$ cat src/rtl/seg_pair_if.sv
// Segment-bus readback interface: display-side inputs and decoded results.
interface seg_pair_if;
  logic [6:0] seg;
  logic       sel_hi;
  logic       sel_lo;
  logic [6:0] value;
  logic [3:0] tens;
  logic [3:0] ones;
  logic       valid;
  logic       err;

  // Bench / display side drives the bus and watches the results
  modport master (output seg, sel_hi, sel_lo,
                  input  value, tens, ones, valid, err);
  // Reader side
  modport slave  (input  seg, sel_hi, sel_lo,
                  output value, tens, ones, valid, err);
endinterface

$ cat src/rtl/seg_pair_reader.sv
// Recovers a two-digit number from a multiplexed, active-low 7-segment bus.
// Each digit is debounced, decoded to BCD, and a full frame emits value/valid.
module seg_pair_reader #(
  parameter int STABLE_CYCLES = 4,
  parameter int TIMEOUT       = 1024
) (
  input  logic      clk,
  input  logic      rst,
  seg_pair_if.slave bus
);
  localparam int CW = $clog2(STABLE_CYCLES + 1);
  localparam int TW = $clog2(TIMEOUT + 1);
  localparam logic [CW-1:0] STB = CW'(STABLE_CYCLES);
  localparam logic [TW-1:0] TMO = TW'(TIMEOUT);

  localparam logic [1:0] IDLE    = 2'd0;
  localparam logic [1:0] HAVE_HI = 2'd1;
  localparam logic [1:0] HAVE_LO = 2'd2;
  localparam logic [1:0] EMIT    = 2'd3;

  // Returns {illegal, digit}; blank is accepted only where blank_ok is set.
  function automatic logic [4:0] dec(input logic [6:0] s, input logic blank_ok);
    case (s)
      7'h01: dec = 5'd0;
      7'h4F: dec = 5'd1;
      7'h12: dec = 5'd2;
      7'h06: dec = 5'd3;
      7'h4C: dec = 5'd4;
      7'h24: dec = 5'd5;
      7'h60: dec = 5'd6;
      7'h0F: dec = 5'd7;
      7'h00: dec = 5'd8;
      7'h0C: dec = 5'd9;
      7'h7F: dec = blank_ok ? 5'd0 : 5'h10;
      default: dec = 5'h10;
    endcase
  endfunction

  logic [6:0]    s_seg_q, s_seg_d, p_seg_q, p_seg_d;
  logic          s_hi_q, s_hi_d, s_lo_q, s_lo_d;
  logic          p_dig_q, p_dig_d, p_act_q, p_act_d;
  logic [CW-1:0] cnt_q, cnt_d;
  logic [TW-1:0] tmo_q, tmo_d;
  logic [1:0]    state_q, state_d;
  logic [3:0]    hi_dig_q, hi_dig_d, lo_dig_q, lo_dig_d;
  logic          hi_bad_q, hi_bad_d, lo_bad_q, lo_bad_d;
  logic [3:0]    tens_q, tens_d, ones_q, ones_d;
  logic [6:0]    value_q, value_d;
  logic          valid_q, valid_d, err_q, err_d;
  logic          act, same, cap, cap_hi, cap_lo;
  logic [4:0]    cur;

  // Input sample stage plus a copy of the previous sample for comparison
  always_comb begin
    s_seg_d = bus.seg;
    s_hi_d  = bus.sel_hi;
    s_lo_d  = bus.sel_lo;
    p_seg_d = s_seg_q;
    p_dig_d = s_hi_q;
    p_act_d = s_hi_q ^ s_lo_q;
  end

  // Stability counter: saturates at STB so a steady digit captures only once
  always_comb begin
    act   = s_hi_q ^ s_lo_q;
    same  = p_act_q && (p_dig_q == s_hi_q) && (p_seg_q == s_seg_q);
    cnt_d = '0;
    if (act) begin
      if (same) cnt_d = (cnt_q == STB) ? cnt_q : cnt_q + 1'b1;
      else      cnt_d = CW'(1);
    end
    // With STB=1 the counter may already sit at STB from a different pattern,
    // so a capture is the first cycle of a run at STB, not merely a transition.
    cap    = act && (cnt_d == STB) && !(same && (cnt_q == STB));
    cap_hi = cap && s_hi_q;
    cap_lo = cap && s_lo_q;
    cur    = dec(s_seg_q, s_hi_q);
  end

  // Frame FSM: gather both digits in either order, then emit or flag an error
  always_comb begin
    state_d  = state_q;
    tmo_d    = tmo_q;
    hi_dig_d = hi_dig_q;
    hi_bad_d = hi_bad_q;
    lo_dig_d = lo_dig_q;
    lo_bad_d = lo_bad_q;
    tens_d   = tens_q;
    ones_d   = ones_q;
    value_d  = value_q;
    valid_d  = 1'b0;
    err_d    = 1'b0;
    if (cap_hi) begin
      hi_dig_d = cur[3:0];
      hi_bad_d = cur[4];
    end
    if (cap_lo) begin
      lo_dig_d = cur[3:0];
      lo_bad_d = cur[4];
    end
    case (state_q)
      IDLE: begin
        tmo_d = '0;
        if (cap_hi)      state_d = HAVE_HI;
        else if (cap_lo) state_d = HAVE_LO;
      end
      HAVE_HI, HAVE_LO: begin
        if ((state_q == HAVE_HI && cap_lo) || (state_q == HAVE_LO && cap_hi)) begin
          state_d = EMIT;
        end else if (cap) begin
          tmo_d = '0;
        end else if (tmo_q == TMO) begin
          err_d   = 1'b1;
          state_d = IDLE;
        end else begin
          tmo_d = tmo_q + 1'b1;
        end
      end
      default: begin
        // EMIT: captures in this cycle are dropped; stored patterns are final
        hi_dig_d = hi_dig_q;
        hi_bad_d = hi_bad_q;
        lo_dig_d = lo_dig_q;
        lo_bad_d = lo_bad_q;
        if (!hi_bad_q && !lo_bad_q) begin
          tens_d  = hi_dig_q;
          ones_d  = lo_dig_q;
          value_d = {hi_dig_q, 3'b000} + {2'b00, hi_dig_q, 1'b0} + {3'b000, lo_dig_q};
          valid_d = 1'b1;
        end else begin
          err_d = 1'b1;
        end
        state_d = IDLE;
      end
    endcase
  end

  // All state; reset discards any partial frame immediately
  always_ff @(posedge clk or posedge rst) begin
    if (rst) begin
      s_seg_q  <= '0;
      s_hi_q   <= 1'b0;
      s_lo_q   <= 1'b0;
      p_seg_q  <= '0;
      p_dig_q  <= 1'b0;
      p_act_q  <= 1'b0;
      cnt_q    <= '0;
      tmo_q    <= '0;
      state_q  <= IDLE;
      hi_dig_q <= '0;
      hi_bad_q <= 1'b0;
      lo_dig_q <= '0;
      lo_bad_q <= 1'b0;
      tens_q   <= '0;
      ones_q   <= '0;
      value_q  <= '0;
      valid_q  <= 1'b0;
      err_q    <= 1'b0;
    end else begin
      s_seg_q  <= s_seg_d;
      s_hi_q   <= s_hi_d;
      s_lo_q   <= s_lo_d;
      p_seg_q  <= p_seg_d;
      p_dig_q  <= p_dig_d;
      p_act_q  <= p_act_d;
      cnt_q    <= cnt_d;
      tmo_q    <= tmo_d;
      state_q  <= state_d;
      hi_dig_q <= hi_dig_d;
      hi_bad_q <= hi_bad_d;
      lo_dig_q <= lo_dig_d;
      lo_bad_q <= lo_bad_d;
      tens_q   <= tens_d;
      ones_q   <= ones_d;
      value_q  <= value_d;
      valid_q  <= valid_d;
      err_q    <= err_d;
    end
  end

  assign bus.value = value_q;
  assign bus.tens  = tens_q;
  assign bus.ones  = ones_q;
  assign bus.valid = valid_q;
  assign bus.err   = err_q;
endmodule

$ cat src/flat_wrapper.sv
// flat-port wrapper written by rule: the top's interface ports become plain ports
module seg_pair_reader_flat 
#(
  parameter int STABLE_CYCLES = 4,
  parameter int TIMEOUT       = 1024
)
  (clk, rst, bus_seg, bus_sel_hi, bus_sel_lo, bus_value, bus_tens, bus_ones, bus_valid, bus_err);
  seg_pair_if bus_i ();
  input  logic clk;
  input  logic rst;
  input wire logic [$bits(bus_i.seg)-1:0] bus_seg;
  input wire logic [$bits(bus_i.sel_hi)-1:0] bus_sel_hi;
  input wire logic [$bits(bus_i.sel_lo)-1:0] bus_sel_lo;
  output wire logic [$bits(bus_i.value)-1:0] bus_value;
  output wire logic [$bits(bus_i.tens)-1:0] bus_tens;
  output wire logic [$bits(bus_i.ones)-1:0] bus_ones;
  output wire logic [$bits(bus_i.valid)-1:0] bus_valid;
  output wire logic [$bits(bus_i.err)-1:0] bus_err;
  assign bus_i.seg = bus_seg;
  assign bus_i.sel_hi = bus_sel_hi;
  assign bus_i.sel_lo = bus_sel_lo;
  assign bus_value = bus_i.value;
  assign bus_tens = bus_i.tens;
  assign bus_ones = bus_i.ones;
  assign bus_valid = bus_i.valid;
  assign bus_err = bus_i.err;
  seg_pair_reader #(.STABLE_CYCLES(STABLE_CYCLES), .TIMEOUT(TIMEOUT)) u_core (.clk(clk), .rst(rst), .bus(bus_i));
endmodule
$ cat config.mk
export PLATFORM = sky130hd
export DESIGN_NAME = seg_pair_reader_flat
export DESIGN_NICKNAME = d
export VERILOG_FILES = /design/src/rtl/seg_pair_if.sv /design/src/rtl/seg_pair_reader.sv /design/src/flat_wrapper.sv
export SDC_FILE = /design/constraint.sdc
export NUM_CORES = 1
export LEC_CHECK = 0
export ABC_AREA = 1
export CAP_MARGIN = 0
export CORE_ASPECT_RATIO = 1.1
export CORE_MARGIN = 2
export CORE_UTILIZATION = 45
export CTS_CLUSTER_DIAMETER = 80
export DETAILED_ROUTE_END_ITERATION = 6
export GPL_TIMING_DRIVEN = 0
export PLACE_DENSITY = 0.69
export SETUP_SLACK_MARGIN = 0.05
export SYNTH_ARGS = -nofsm -noshare
export SYNTH_HDL_FRONTEND = slang
export SYNTH_SLANG_ARGS = --single-unit
$ cat constraint.sdc
create_clock -name clk -period 4.6 [get_ports clk]
set_input_delay 1.15 -clock clk [delete_from_list [all_inputs] [get_ports clk]]
set_output_delay 1.15 -clock clk [all_outputs]
set_load 0.05 [all_outputs]
==> results by group <==
Timing
  • Worst rel slew slack: 46.4%
  • Worst Clk Skew: 7.02 ps
  • Fmax: 364 MHz
  • Final setup fails: 0
  • Hold Violations, Final: 0
  • Max-slew violations: 0
  • RSZ-0062 raised after global routing: no
  • Final worst setup slack: 1850 ps
  • Final period util: 59.8%
  • Minimum clock period: 2750 ps
  • Setup tns final: 0 ps
  • Worst slew pin tran: 797 ps

Cells and area
  • Most frequent cells in the layout: 103 x nand2_1, 60 x dfrtp_1, 45 x inv_1
  • Final Non-Filler Cells: 486
  • Share of cells above drive strength 1: 11.6%
  • Design Area, Final: 0.00367 mm2
  • Area delta synth->final: 18.3%
  • ANT cells: 0
  • Nets@finish: 429
  • Most common cell after layout, fill and taps aside: nand2_1

Clock network
  • Cts hold-fix bufs: 0
  • H-tree depth: 3
  • CTS Buf Count: 9
  • Post-CTS setup buffer count: 0
  • Worst-path clk slew: 60 ps
  • CTS tree: yes
  • Clock Sinks: 60
  • Later-pin clock latency in the skew report: 330 ps
  • CTS max path bufs: 2
  • Post-cts sizing count: 0
  • Clk root buf: clkbuf_8

Global routing
  • First-pass GRT wire length: 10.0 mm
  • GR Overflow Total: 0
  • Largest net degree at the start of global routing: 45
  • Global Route Usage Sum: 16.6%
  • Initial antenna violation count: 0
  • Vias in the first global route: 2284

Placement
  • Number of I/O port buffers: 27
  • Placer congestion estimate: 0.856
  • Place WS: 2200 ps
  • DP Area: 0.00350 mm2
  • Dpl cells: 472
  • DP HPWL: 4.18 mm

Worst setup path
  • R2r setup slk: 2510 ps
  • Largest delay share family, worst path: buffers and inverters
  • Worst setup path category: register to output port
  • CP peak stage delay: 780 ps
  • Buf/Inv on CP: 2
  • Crit path DAT: 1600 ps
  • CP Cell Sequence: buf_4 > clkdlybuf4s50_1
  • Worst Path Required: 3450 ps
  • Crit-path max FO: 3
  • CP max-delay cell: clkdlybuf4s50_1
  • Kind of start point of the critical path: register
  • WP depth: 2
  • Worst Setup End Kind: output port
  • R2R depth: 7

Synth
  • Yosys reg bits: 60
  • Gate Count Post-Synth: 362
  • Sequential area share after synthesis: 48.4%
  • Syn_nets: 390
  • Synth warn: 0
  • Share of the synthesized area in the top cell type: 48.4%
  • Largest area contributor in the netlist: dfrtp_1
  • Synth top area cells: dfrtp_1 48%, nand2_1 12%, ha_1 6.0%, inv_1 5.6%, nand3_1 3.4%
  • Cell area after synthesis: 0.00310 mm2
  • Avg Inst Size Synth: 8.58 um2
  • Cell variety after synth: 37

Floorplanning
  • Starting density of the core: 46.8%
  • Die H: 91.1 um
  • Core Rows: 31
  • Area of the core: 0.00663 mm2
  • Die width: 83.2 um
  • Ports: 28
  • Die ar.: 0.00758 mm2

Pwr
  • Sw Pwr: 0.316 mW
  • Worst vdd ir: 0.000172 V
  • Power per Cell Area: 316 mW/mm2
  • Clock Power Share: 36.8%
  • Sw Share: 27.2%
  • Int Power: 0.844 mW
  • Combinational power share: 13.6%
  • Cell leakage power: 1.81 nW
  • Flop pwr share: 49.6%

Status
  • Status: complete, no violations

Detailed routing
  • Drt pass-1 iters: 4
  • DR DRC count: 0
  • Routed wire length: 5.78 mm
  • Highest routed metal layer: met4
  • Post-DRT Antenna Nets: 0
  • WL met1: 2.66 mm
  • Met2 wire length: 2.77 mm
  • WL met3: 226 um
  • DRT iter0 DRCs: 107
  • Via Count: 2416
  • WL per Instance: 11.9 um
  • Vias per cell: 4.97

Worst hold path
  • Worst Hold Class: register to register
  • Hold Crit Depth: 0

Flow run
  • Max-cap viol count: 0
layout make-up:
type,count,area [um2]
Multi-Input combinational cell,246,1370
Timing Repair Buffer,28,290
Clock buffer,12,165
Buffer,7,53.8
Inverter,49,184
Clock inverter,2,10.0
Tap cell,82,103
Sequential cell,60,1500
Fill cell,603,2960
cells in the mapped netlist:
library cell / number
nand2_1: 103
nand3_2: 2
nand3_1: 21
a31oi_1: 1
ha_1: 15
nor4_1: 3
nand3b_1: 1
xor2_1: 4
o21a_1: 1
o21ai_0: 13
nor2_4: 3
or2_2: 3
dfrtp_1: 60
o21ai_1: 9
clkbuf_1: 2
o21ai_4: 1
fa_1: 2
nor2_1: 22
nand2_2: 5
a31o_2: 1
a21oi_1: 3
buf_4: 1
o311ai_0: 1
or3_1: 1
buf_2: 1
nor2_2: 3
o21ai_2: 3
a21oi_2: 1
inv_2: 3
nor3_1: 5
xnor2_1: 5
inv_1: 46
nand4_1: 11
nor4_2: 1
buf_6: 3
o211ai_1: 1
a22oi_1: 1
stage by stage:
step	power (mW)	hold slack [ps]	utilization (%)
2_1_floorplan	0.698	414	-
3_3_place_gp	0.733	426	52.4
3_5_place_dp	0.744	441	52.7
4_1_cts	1.18	464	55.4
5_1_grt	1.23	491	55.4
6_report	1.16	457	55.4
state kept, by name (all words and copies together), names as in the netlist:
signal	count
u_core.hi_bad_q	1
u_core.p_dig_d	1
u_core.cnt_q	3
u_core.p_seg_q	7
u_core.bus.ones	3
u_core.bus.err	1
u_core.lo_bad_q	1
u_core.hi_dig_q	4
u_core.state_q	2
u_core.tmo_q	11
u_core.p_seg_d	7
u_core.bus.valid	1
u_core.p_act_q	1
u_core.s_lo_q	1
u_core.bus.tens	4
u_core.p_dig_q	1
u_core.lo_dig_q	4
u_core.bus.value	7
worst paths after layout:
path	end	from
setup / recovery	bus_value[0]	u_core.bus.value[0]$_DFFE_PP0P_
hold / removal	u_core.p_seg_q[4]$_DFF_PP0_	u_core.p_seg_d[4]$_DFF_PP0_
setup reg to reg	u_core.bus.value[3]$_DFFE_PP0P_	u_core.state_q[1]$_DFFE_PP0P_
hold reg to reg	u_core.p_seg_q[4]$_DFF_PP0_	u_core.p_seg_d[4]$_DFF_PP0_
max in group asynchronous	u_core.p_act_q$_DFF_PP0_	rst
min in group asynchronous	u_core.bus.err$_DFF_PP0_	rst
routing by layer:
layer / track usage, % / up-vias
li1: - / 1236
met5: 0 / -
met4: 8.33 / 0
met2: 27.7 / 52
met3: 4.36 / 9
met1: 19.9 / 1119
kinds of logic after synthesis:
family	after synthesis	synth area share, %
AND/OR/NAND/NOR	184	26.9
flip-flops	60	48.4
buffers and inverters	56	7.66
AO/OA/AOI/OAI	36	7.18
adder cells (fa/ha/maj)	17	7.34
XOR/XNOR	9	2.54
power groups by stage:
stage / logic (mW) / clock network (mW) / registers, mW
after CTS: 0.161 / 0.443 / 0.575
after global routing: 0.182 / 0.468 / 0.578
final: 0.158 / 0.427 / 0.575
after detailed placement: 0.159 / 0 / 0.584
after global placement: 0.151 / 0 / 0.583
after floorplan: 0.119 / 0 / 0.579
worst register-to-register path, cell delays in order, from the launching register on:
cell      delay [ps]
dfrtp_1          390
ha_1             170
inv_1            100
nor3_1           640
inv_1            230
clkbuf_1         280
nand2_1          120
nand2_1           50
No activity file was read; power rests on OpenSTA's default activity.
